### src/rtl/microwave_timer_pkg.sv
// Shared types and constants for the microwave M:SS countdown controller.
package microwave_timer_pkg;

  localparam int unsigned BcdW = 4;

  localparam logic [BcdW-1:0] SEC_ONES_MAX = 4'd9;
  localparam logic [BcdW-1:0] SEC_TENS_MAX = 4'd5;
  localparam logic [BcdW-1:0] MIN_MAX      = 4'd9;

  typedef enum logic [2:0] {
    StIdle    = 3'd0,
    StRunning = 3'd1,
    StPaused  = 3'd2,
    StDone    = 3'd3
  } state_e;

  // Saturate an incoming BCD value to the digit's maximum.
  function automatic logic [BcdW-1:0] bcd_clamp(logic [BcdW-1:0] d, logic [BcdW-1:0] max);
    return (d > max) ? max : d;
  endfunction

endpackage

### src/rtl/microwave_timer_ctrl_bcd_down_digit.sv
// One BCD down-counting digit with clear/load/enable; wraps 0 -> MAX and flags terminal count.
module bcd_down_digit
  import microwave_timer_pkg::*;
#(
  parameter logic [BcdW-1:0] MAX = 4'd9
) (
  input  logic            clock,
  input  logic            reset,
  input  logic            clear,
  input  logic            load,
  input  logic [BcdW-1:0] data,
  input  logic            en,
  output logic [BcdW-1:0] digit,
  output logic            zero,
  output logic            tc
);

  logic [BcdW-1:0] digit_q, digit_d;

  // Next digit value: clear beats load beats decrement.
  always_comb begin
    digit_d = digit_q;
    if (clear) begin
      digit_d = '0;
    end else if (load) begin
      digit_d = bcd_clamp(data, MAX);
    end else if (en) begin
      digit_d = (digit_q == '0) ? MAX : digit_q - 4'd1;
    end
  end

  // Digit register.
  always_ff @(posedge clock or posedge reset) begin
    if (reset) begin
      digit_q <= '0;
    end else begin
      digit_q <= digit_d;
    end
  end

  assign digit = digit_q;
  assign zero  = (digit_q == '0);
  // Borrow into the next more significant digit.
  assign tc    = en && zero;

endmodule

### src/rtl/microwave_timer_ctrl.sv
// Microwave countdown controller: M:SS BCD timer, start/pause/clear/done FSM, door interlock.
// Optional build macro DONE_HOLD_EN: done is held for DONE_TICKS tick pulses before returning
// to IDLE; without it, done is a single-cycle pulse.
module microwave_timer_ctrl
  import microwave_timer_pkg::*;
#(
  parameter int unsigned DONE_TICKS = 3
) (
  input  logic            clock,
  input  logic            reset,
  input  logic            tick,
  input  logic            load,
  input  logic [BcdW-1:0] data_min,
  input  logic [BcdW-1:0] data_sec_tens,
  input  logic [BcdW-1:0] data_sec_ones,
  input  logic            start,
  input  logic            stop_clear,
  input  logic            door_closed,
  output logic [BcdW-1:0] min_digit,
  output logic [BcdW-1:0] sec_tens_digit,
  output logic [BcdW-1:0] sec_ones_digit,
  output logic            mag_on,
  output logic            done,
  output logic [2:0]      state
);

  state_e state_q, state_d;
  logic   mag_on_q, done_q;

  logic clr_digits, ld_digits, dec_en;
  logic ones_tc, tens_tc, min_tc_unused;
  logic ones_zero, tens_zero, min_zero;
  logic time_zero, time_one;

`ifdef DONE_HOLD_EN
  localparam logic [3:0] HoldLast = 4'(DONE_TICKS - 1);
  logic [3:0] hold_q, hold_d;
`else
  logic [3:0] unused_done_ticks;
  assign unused_done_ticks = 4'(DONE_TICKS);
`endif

  assign time_zero = min_zero && tens_zero && ones_zero;
  // The next decrement from 0:01 lands on 0:00.
  assign time_one  = min_zero && tens_zero && (sec_ones_digit == 4'd1);

  // Next-state and digit control; priority door open > stop_clear > start > load > tick.
  always_comb begin
    state_d    = state_q;
    clr_digits = 1'b0;
    ld_digits  = 1'b0;
    dec_en     = 1'b0;
`ifdef DONE_HOLD_EN
    hold_d     = hold_q;
`endif
    unique case (state_q)
      StIdle: begin
        if (stop_clear) begin
          clr_digits = 1'b1;
        end else if (start && door_closed && !time_zero) begin
          state_d = StRunning;
        end else if (load) begin
          ld_digits = 1'b1;
        end
      end
      StRunning: begin
        if (!door_closed || stop_clear) begin
          state_d = StPaused;
        end else if (tick) begin
          dec_en = 1'b1;
          if (time_one) begin
            state_d = StDone;
`ifdef DONE_HOLD_EN
            hold_d  = '0;
`endif
          end
        end
      end
      StPaused: begin
        if (stop_clear) begin
          state_d    = StIdle;
          clr_digits = 1'b1;
        end else if (start && door_closed) begin
          state_d = StRunning;
        end
      end
      StDone: begin
        if (stop_clear) begin
          state_d    = StIdle;
          clr_digits = 1'b1;
        end else if (load) begin
          state_d   = StIdle;
          ld_digits = 1'b1;
        end else begin
`ifdef DONE_HOLD_EN
          if (tick) begin
            if (hold_q == HoldLast) begin
              state_d = StIdle;
            end else begin
              hold_d = hold_q + 4'd1;
            end
          end
`else
          state_d = StIdle;
`endif
        end
      end
      default: state_d = StIdle;
    endcase
  end

  // FSM state and registered status outputs.
  always_ff @(posedge clock or posedge reset) begin
    if (reset) begin
      state_q  <= StIdle;
      mag_on_q <= 1'b0;
      done_q   <= 1'b0;
`ifdef DONE_HOLD_EN
      hold_q   <= '0;
`endif
    end else begin
      state_q  <= state_d;
      mag_on_q <= (state_d == StRunning);
      done_q   <= (state_d == StDone);
`ifdef DONE_HOLD_EN
      hold_q   <= hold_d;
`endif
    end
  end

  bcd_down_digit #(
    .MAX(SEC_ONES_MAX)
  ) u_sec_ones (
    .clock(clock),
    .reset(reset),
    .clear(clr_digits),
    .load (ld_digits),
    .data (data_sec_ones),
    .en   (dec_en),
    .digit(sec_ones_digit),
    .zero (ones_zero),
    .tc   (ones_tc)
  );

  bcd_down_digit #(
    .MAX(SEC_TENS_MAX)
  ) u_sec_tens (
    .clock(clock),
    .reset(reset),
    .clear(clr_digits),
    .load (ld_digits),
    .data (data_sec_tens),
    .en   (ones_tc),
    .digit(sec_tens_digit),
    .zero (tens_zero),
    .tc   (tens_tc)
  );

  bcd_down_digit #(
    .MAX(MIN_MAX)
  ) u_min (
    .clock(clock),
    .reset(reset),
    .clear(clr_digits),
    .load (ld_digits),
    .data (data_min),
    .en   (tens_tc),
    .digit(min_digit),
    .zero (min_zero),
    .tc   (min_tc_unused)
  );

  assign state  = state_q;
  assign mag_on = mag_on_q;
  assign done   = done_q;

endmodule

### config.mk
export PLATFORM = sky130hd
export DESIGN_NAME = microwave_timer_ctrl
export DESIGN_NICKNAME = d
export VERILOG_FILES = /design/src/rtl/microwave_timer_pkg.sv /design/src/rtl/microwave_timer_ctrl_bcd_down_digit.sv /design/src/rtl/microwave_timer_ctrl.sv
export SDC_FILE = /design/constraint.sdc
export NUM_CORES = 1
export LEC_CHECK = 0
export BUFFER_PORTS_ARGS = -buffer_cell sky130_fd_sc_hd__buf_2
export CORE_MARGIN = 2
export CORE_UTILIZATION = 50
export CTS_CLUSTER_DIAMETER = 60
export CTS_CLUSTER_SIZE = 24
export DETAILED_ROUTE_END_ITERATION = 10
export HOLD_SLACK_MARGIN = 0.02
export PLACE_DENSITY = 0.85
export SLEW_MARGIN = 10
export SYNTH_ARGS = -nofsm -noshare
export SYNTH_HDL_FRONTEND = slang
export SYNTH_SLANG_ARGS = --single-unit
### constraint.sdc
create_clock -name clock -period 2.4 [get_ports clock]
set_input_delay 0 -clock clock [delete_from_list [all_inputs] [get_ports clock]]
set_output_delay 0 -clock clock [all_outputs]
set_load 0.01 [all_outputs]
==> results of run 1 <==
worst max-delay path, stage by stage, from the launching register on:
cell and delay (ns):
dfrtp_1 0.43, inv_1 0.12, ha_1 0.26, nor3b_4 0.36
nand3_1 0.24, or3_1 0.39, a21o_1 0.19, a21oi_1 0.12
routing by layer:
layer	vias up	global-route usage, %	part of all wire (%)	wire (um)
met5	-	0	0	0
met4	0	13.7	2.9	91
met3	10	6.00	4.8	151
met2	52	46.0	53	1670
met1	573	27.8	39	1230
li1	570	-	-	-
power by group:
part / leakage (nW) / total, mW / switching (mW) / internal [mW]
logic: 0.488 / 0.248 / 0.132 / 0.116
clock network: 0.0177 / 0.168 / 0.106 / 0.0624
registers: 0.229 / 0.336 / 0.0288 / 0.307
synthesized netlist by cell type, drive strengths merged (2+ instances only):
| master | number | area share, % |
|---|---|---|
| a211oi | 3 | 1.9 |
| a21o | 2 | 1.3 |
| a21oi | 9 | 4.1 |
| and3b | 3 | 2.4 |
| buf | 4 | 2.2 |
| dfrtp | 17 | 36 |
| ha | 4 | 4.3 |
| inv | 9 | 2.9 |
| mux2i | 4 | 3.4 |
| nand2 | 8 | 3.2 |
| nand2b | 2 | 1.1 |
| nand3 | 6 | 2.6 |
| nand3b | 4 | 2.6 |
| nand4 | 3 | 1.6 |
| nor2 | 15 | 4.8 |
| nor3 | 4 | 1.7 |
| nor3b | 5 | 6.5 |
| o21a | 3 | 1.9 |
| o21ai | 7 | 3.0 |
| or2 | 3 | 1.6 |
cell type report:
cell class | instances | area share (%)
Multi-Input combinational cell | 101 | 45.3
Sequential cell | 17 | 28.0
Timing Repair Buffer | 49 | 20.4
Tap cell | 28 | 2.30
Inverter | 9 | 2.22
Clock buffer | 3 | 1.48
Clock inverter | 1 | 0.329
what timing repair did:
item,in CTS,in global routing
hold endpoints to repair,27,0
hold buffers,12,0
buffers inserted,0,0
worst max path at each step:
stage | slack [ns] | start | endpoint | cells past startpoint
3_5_place_dp | 0.28 | u_sec_ones.digit[0] | u_sec_tens.digit[1] | 7
3_3_place_gp | 0.41 | u_sec_ones.digit[0] | u_min.digit[0] | 8
5_1_grt | 0.03 | u_sec_ones.digit[0] | u_sec_tens.digit[1] | 7
4_1_cts | 0.27 | u_sec_ones.digit[0] | u_sec_tens.digit[1] | 7
2_1_floorplan | 0.49 | u_sec_ones.digit[0] | u_min.digit[0] | 8
6_report | 0.22 | u_sec_ones.digit[0] | u_sec_tens.digit[1] | 7
cells by family after synthesis:
family | count (synthesis) | synth area share [%]
AOI/OAI and AO/OA | 32 | 17.7
xor gates and xnor gates | 1 | 0.744
adders and majority gates | 4 | 4.25
buffers and inverters | 14 | 5.42
DFF | 17 | 36.1
muxes | 4 | 3.40
other | 1 | 0.319
and+or+nand+nor | 59 | 32.0
sequential cells by signal (all words and copies together) (netlist names):
name / flops
u_sec_tens.digit: 4
u_min.digit: 4
mag_on: 1
u_sec_ones.digit: 4
done: 1
state: 3
placed cells by master, fill, tap and decap left out, types with 2 or more instances in the layout:
| cell type | synthesis | routed |
|---|---|---|
| o21ai_0 | 7 | 7 |
| nand3_1 | 6 | 6 |
| and3b_2 | 2 | 2 |
| clkbuf_4 | 0 | 3 |
| nand2b_1 | 2 | 2 |
| buf_2 | 3 | 35 |
| nor3b_4 | 3 | 3 |
| buf_4 | 0 | 2 |
| nor2_1 | 15 | 15 |
| nor3_1 | 4 | 4 |
| a211oi_1 | 3 | 3 |
| or2_1 | 2 | 2 |
| o21a_1 | 3 | 3 |
| nand2_1 | 7 | 7 |
| dfrtp_1 | 17 | 17 |
| mux2i_1 | 4 | 4 |
| inv_1 | 9 | 9 |
| dlygate4sd3_1 | 0 | 12 |
| ha_1 | 4 | 4 |
| nand4_1 | 3 | 3 |
| nand3b_1 | 4 | 4 |
| a21oi_1 | 8 | 8 |
| a21o_1 | 2 | 2 |
metrics by stage:
step,power (mW),worst slack (ns)
after floorplan,0.485,0.493
after global placement,0.553,0.414
after detailed placement,0.568,0.280
after CTS,0.747,0.265
after global routing,0.786,0.0343
final,0.751,0.220
==> metrics.md, run 1 <==
| Metric | Value |
|---|---|
| TritonCTS clock tree | done |
| FF-to-FF End | u_sec_tens.digit[1] |
| Clock Skew | 0.00473 ns |
| Layout area overhead | 29.1% |
| # DRC | 0 |
| Post-synth EDFFs | 0 |
| Die height | 52.5 um |
| Post-Layout Inst Area | 0.00152 mm2 |
| Slew Viols, Final | 0 |
| Core Util, Final | 68.7% |
| Vias in the first global route | 1204 |
| Antenna viol nets, final | 0 |
| DP Cell Count | 192 |
| Drt total wl | 3.14 mm |
| Post-DP HPWL | 2.16 mm |
| Crit end category | flip-flop |
| Multi-input gate area | 688 um2 |
| Ys flop type | dfrtp_1 |
| Via count | 1205 |
| WP data arrival | 2.42 ns |
| Status | finished, final reports clean |
| YS warnings | 0 |
| Max Cap Viol | 0 |
| Largest net degree at the start of global routing | 22 |
| Critical path class | reg2reg |
| Worst Tran Pin Value | 0.675 ns |
| # fillers | 180 |
| Die width | 52.5 um |
| Antenna diode count | 0 |
| Max rail drop VDD | 0.355 mV |
| RSZ-0062 raised after global routing | no |
| H-tree Lvls | 1 |
| Syn avg cell area | 8.92 um2 |
| Mapped cell area | 0.00118 mm2 |
| Crit Path Max Fanout | 7 |
| Number of synthesized register bits | 17 |
| WL/cell | 15.1 um |
| Hold wc startpoint | data_sec_tens[2] |
| Final min period | 2.18 ns |
| GRT Total Usage | 25.8% |
| Starting Density | 53.2% |
| Critical Path RT | 2.64 ns |
| Finished Layout Cells | 208 |
| Cell Pwr Density | 494 mW/mm2 |
| WHS | 0.0361 ns |
| Die ar. | 0.00276 mm2 |
| GR Overflow Total | 0 |
| Hold Path Sink | u_sec_tens.digit[2] |
| Post-DR vias/cell | 5.79 |
| Worst reg2reg setup slack | 0.22 ns |
| Total negative slack | 0 ns |
| Crit share post-route | 90.9% |
| Hold Path Depth | 3 |
| Headroom to the max-slew limit | 55.0% |
| Port Buffers | 35 |
| Count of final hold-check violations | 0 |
| Hold Path Class | in2reg |
| Clock Tree Buf Depth | 2 |
| Clk slew on worst S/H paths | 0.11 ns |
| Max Fclk | 459 MHz |
| Dpl cell area | 0.00137 mm2 |
| Row count | 17 |
| # IOs | 36 |
| Sequential area share after synthesis | 36.1% |
| Synth Instances | 132 |
| Reg2Reg Depth | 7 |
| Clk Tree Root Cell | clkbuf_4 |
| CORE AREA | 0.00221 mm2 |
| DRT iter0 DRCs | 36 |
| First-pass GRT wire length | 5.22 mm |
| Reg2reg start | u_sec_ones.digit[0] |
| Clock buffer count from CTS | 3 |
| Async S/R FF share, synth | 100% |
| Lkg Pwr | 0.734 nW |
| Layout cells sized above 1 | 29.4% |
| Nets | 204 |
| PostCTS Resize Cnt | 0 |
| Initial antenna violation count | 0 |
| # clock sinks | 17 |
| Clk Latency, worst-skew pair | 0.31 ns |
| GP Congestion | 0.818 |
| Pre-Repair DR Iteration Count | 4 |
| Synth unique cells | 44 |
| Synthesized Nets | 155 |
| Setup crit start kind | flip-flop |
| FF+latch area | 425 um2 |
| Setup violations, final | 0 |
Note: power is estimated with default switching activity, not from simulation.
==> inputs of run 2 (changes only) <==
- CAP_MARGIN: unset -> 0
- CTS_BUF_LIST: unset -> sky130_fd_sc_hd__clkbuf_16
==> metrics.md, run 2 (synthesis results as in run 1) <==
| Metric | Value |
|---|---|
| Sequence of cells on the critical path | inv_1 > ha_1 > nor3b_4 > nand4_1 > a31oi_1 > buf_4 > nor2_1 > a311oi_1 |
| GP Congestion | 0.818 (unchanged) |
| Layout area overhead | 30.4% |
| Headroom to the max-slew limit | 55.6% (+0.64 points) |
| Status | finished, final reports clean |
| WP data arrival | 2.40 ns (-0.02 ns) |
| Post-DP HPWL | 2.16 mm (unchanged) |
| CORE AREA | 0.00221 mm2 (unchanged) |
| Crit share post-route | 93.2% (+2.4 points) |
| Post-Layout Inst Area | 0.00154 mm2 (+0.99%) |
| Antenna viol nets, final | 0 (unchanged) |
| Crit end category | flip-flop |
| Int Pwr | 0.657 mW (+35%) |
| Hold Path Sink | u_sec_ones.digit[2] |
| Hold Path Class | in2reg |
| Finished Layout Cells | 205 (-1.4%) |
| Count of final hold-check violations | 0 (unchanged) |
| DRT iter0 DRCs | 50 (+39%) |
| Clock buffer count from CTS | 3 (unchanged) |
| # DRC | 0 (unchanged) |
| Leading cell type in the layout, fill and taps excluded | buf_2 |
| Worst Tran Pin Value | 0.665 ns (-0.00952 ns) |
| Antenna diode count | 0 (unchanged) |
| Die ar. | 0.00276 mm2 (unchanged) |
| Initial antenna violation count | 0 (unchanged) |
| Max rail drop VDD | 0.574 mV (+62%) |
| Critical Path RT | 2.56 ns (-0.08 ns) |
| GRT Total Usage | 25.2% (-0.62 points) |
| Final min period | 2.24 ns (+0.0568 ns) |
| Lkg Pwr | 0.745 nW (+1.5%) |
| WHS | 0.0282 ns (-0.00787 ns) |
| Total negative slack | 0 ns (unchanged) |
| Setup violations, final | 0 (unchanged) |
| Pre-Repair DR Iteration Count | 4 (unchanged) |
| Starting Density | 53.2% (unchanged) |
| Power share of the combinational group | 28.0% (-5.0 points) |
| Slew Viols, Final | 0 (unchanged) |
| Net switching power | 0.290 mW (+9.0%) |
| Clk Latency, worst-skew pair | 0.25 ns (-0.06 ns) |
| WL/cell | 15.5 um (+2.8%) |
| GR Overflow Total | 0 (unchanged) |
| DP Worst Slack | 0.280 ns (unchanged) |
| Nets | 201 (-1.5%) |
| Drt total wl | 3.18 mm (+1.3%) |
| Commonest cells after routing, fill and taps aside | buf_2 (35), dfrtp_1 (17), nor2_1 (15) |
| Sequential Power Share | 35.5% (-9.2 points) |
| Setup crit start kind | flip-flop |
| Sw Ratio | 30.6% (-4.8 points) |
| Die width | 52.5 um (unchanged) |
| Dpl cell area | 0.00137 mm2 (unchanged) |
| Layout cells sized above 1 | 31.6% (+2.2 points) |
| Cell Pwr Density | 617 mW/mm2 (+25%) |
| Row count | 17 (unchanged) |
| H-tree Lvls | 1 (unchanged) |
| Largest net degree at the start of global routing | 22 (unchanged) |
| # clock sinks | 17 (unchanged) |
| Via count | 1229 (+2.0%) |
| Max Fclk | 447 MHz (-2.5%) |
| Clk Tree Root Cell | clkbuf_16 |
| Post-DR vias/cell | 6.00 (+3.5%) |
| DP Cell Count | 192 (unchanged) |
| Clk slew on worst S/H paths | 0.05 ns (-0.06 ns) |
| FF-to-FF End | u_min.digit[0] |
| Critical path class | reg2reg |
| Core Util, Final | 69.4% (+0.68 points) |
| Final setup margin | 0.163 ns (-0.0568 ns) |
| Port Buffers | 35 (unchanged) |
| CP max-delay cell | dfrtp_1 |
| Clock Tree Buf Depth | 2 (unchanged) |
| Crit Path Max Fanout | 21 (+14) |
| Clock network power share | 36.5% (+14 points) |
| Reg2reg start | u_sec_ones.digit[0] |
| TritonCTS clock tree | done |
| Hold Path Depth | 3 (unchanged) |
| First-pass GRT wire length | 5.05 mm (-3.2%) |
| Max Cap Viol | 0 (unchanged) |
| Clock Skew | 0.00121 ns (-0.00352 ns) |
| RSZ-0062 raised after global routing | no |
| # IOs | 36 (unchanged) |
| Die height | 52.5 um (unchanged) |
| Worst reg2reg setup slack | 0.16 ns (-0.06 ns) |
| CP max stage delay | 0.41 ns (-0.02 ns) |
| Vias in the first global route | 1167 (-3.1%) |
| Tot Pwr | 0.947 mW (+26%) |
| Hold wc startpoint | data_sec_ones[2] |
| Reg2Reg Depth | 8 (+1) |
[run 2: area by class of cell]
type / instances / area (um2)
well taps: 28 / 35.0
clock buffers: 3 / 75.1
fillers: 175 / 677
multi-input cells: 101 / 688
clock inverters: 1 / 5.00
flip-flops and latches: 17 / 425
repair buffers: 46 / 273
inverters: 9 / 33.8
[run 2: what timing repair did]
| action | 4_1_cts | 5_1_grt |
|---|---|---|
| setup buffers | 0 | 3 |
| endpoints found under the setup margin | 0 | 1 |
| hold endpoints to repair | 22 | 0 |
| hold buffers | 6 | 0 |
| resized for setup | 0 | 0 |
[run 2: worst max path at each step]
stage / start / to / slack, ns / cells after the start
detailed placement: u_sec_ones.digit[0] / u_sec_tens.digit[1] / 0.28 / 7
floorplan: u_sec_ones.digit[0] / u_min.digit[0] / 0.49 / 8
CTS: u_sec_ones.digit[0] / u_min.digit[0] / 0.17 / 8
global placement: u_sec_ones.digit[0] / u_min.digit[0] / 0.41 / 8
finish: u_sec_ones.digit[0] / u_min.digit[0] / 0.16 / 8
global route: u_sec_ones.digit[0] / u_min.digit[0] / 0.03 / 8
[run 2: metal layers]
layer	wire [um]	up-vias	track usage, %
met5	0	-	0
met2	1620	65	45.4
met3	220	14	5.14
met1	1240	583	27.2
met4	98	0	13.2
li1	-	567	-
[run 2: power groups by stage]
stage          logic (mW)  clock network, mW  registers (mW)
2_1_floorplan       0.139                  0           0.346
3_3_place_gp        0.216                  0           0.337
3_5_place_dp        0.228                  0           0.340
4_1_cts             0.240              0.348           0.335
5_1_grt             0.292              0.355           0.339
6_report            0.265              0.345           0.337
[run 2: worst max-delay path: cells and delay by family (launching register included)]
| family | cells | cell delay [ns] |
|---|---|---|
| AOI/OAI and AO/OA | 2 | 0.47 |
| adders and majority gates | 1 | 0.27 |
| buffers and inverters | 2 | 0.37 |
| DFF | 1 | 0.41 |
| and+or+nand+nor | 3 | 0.62 |
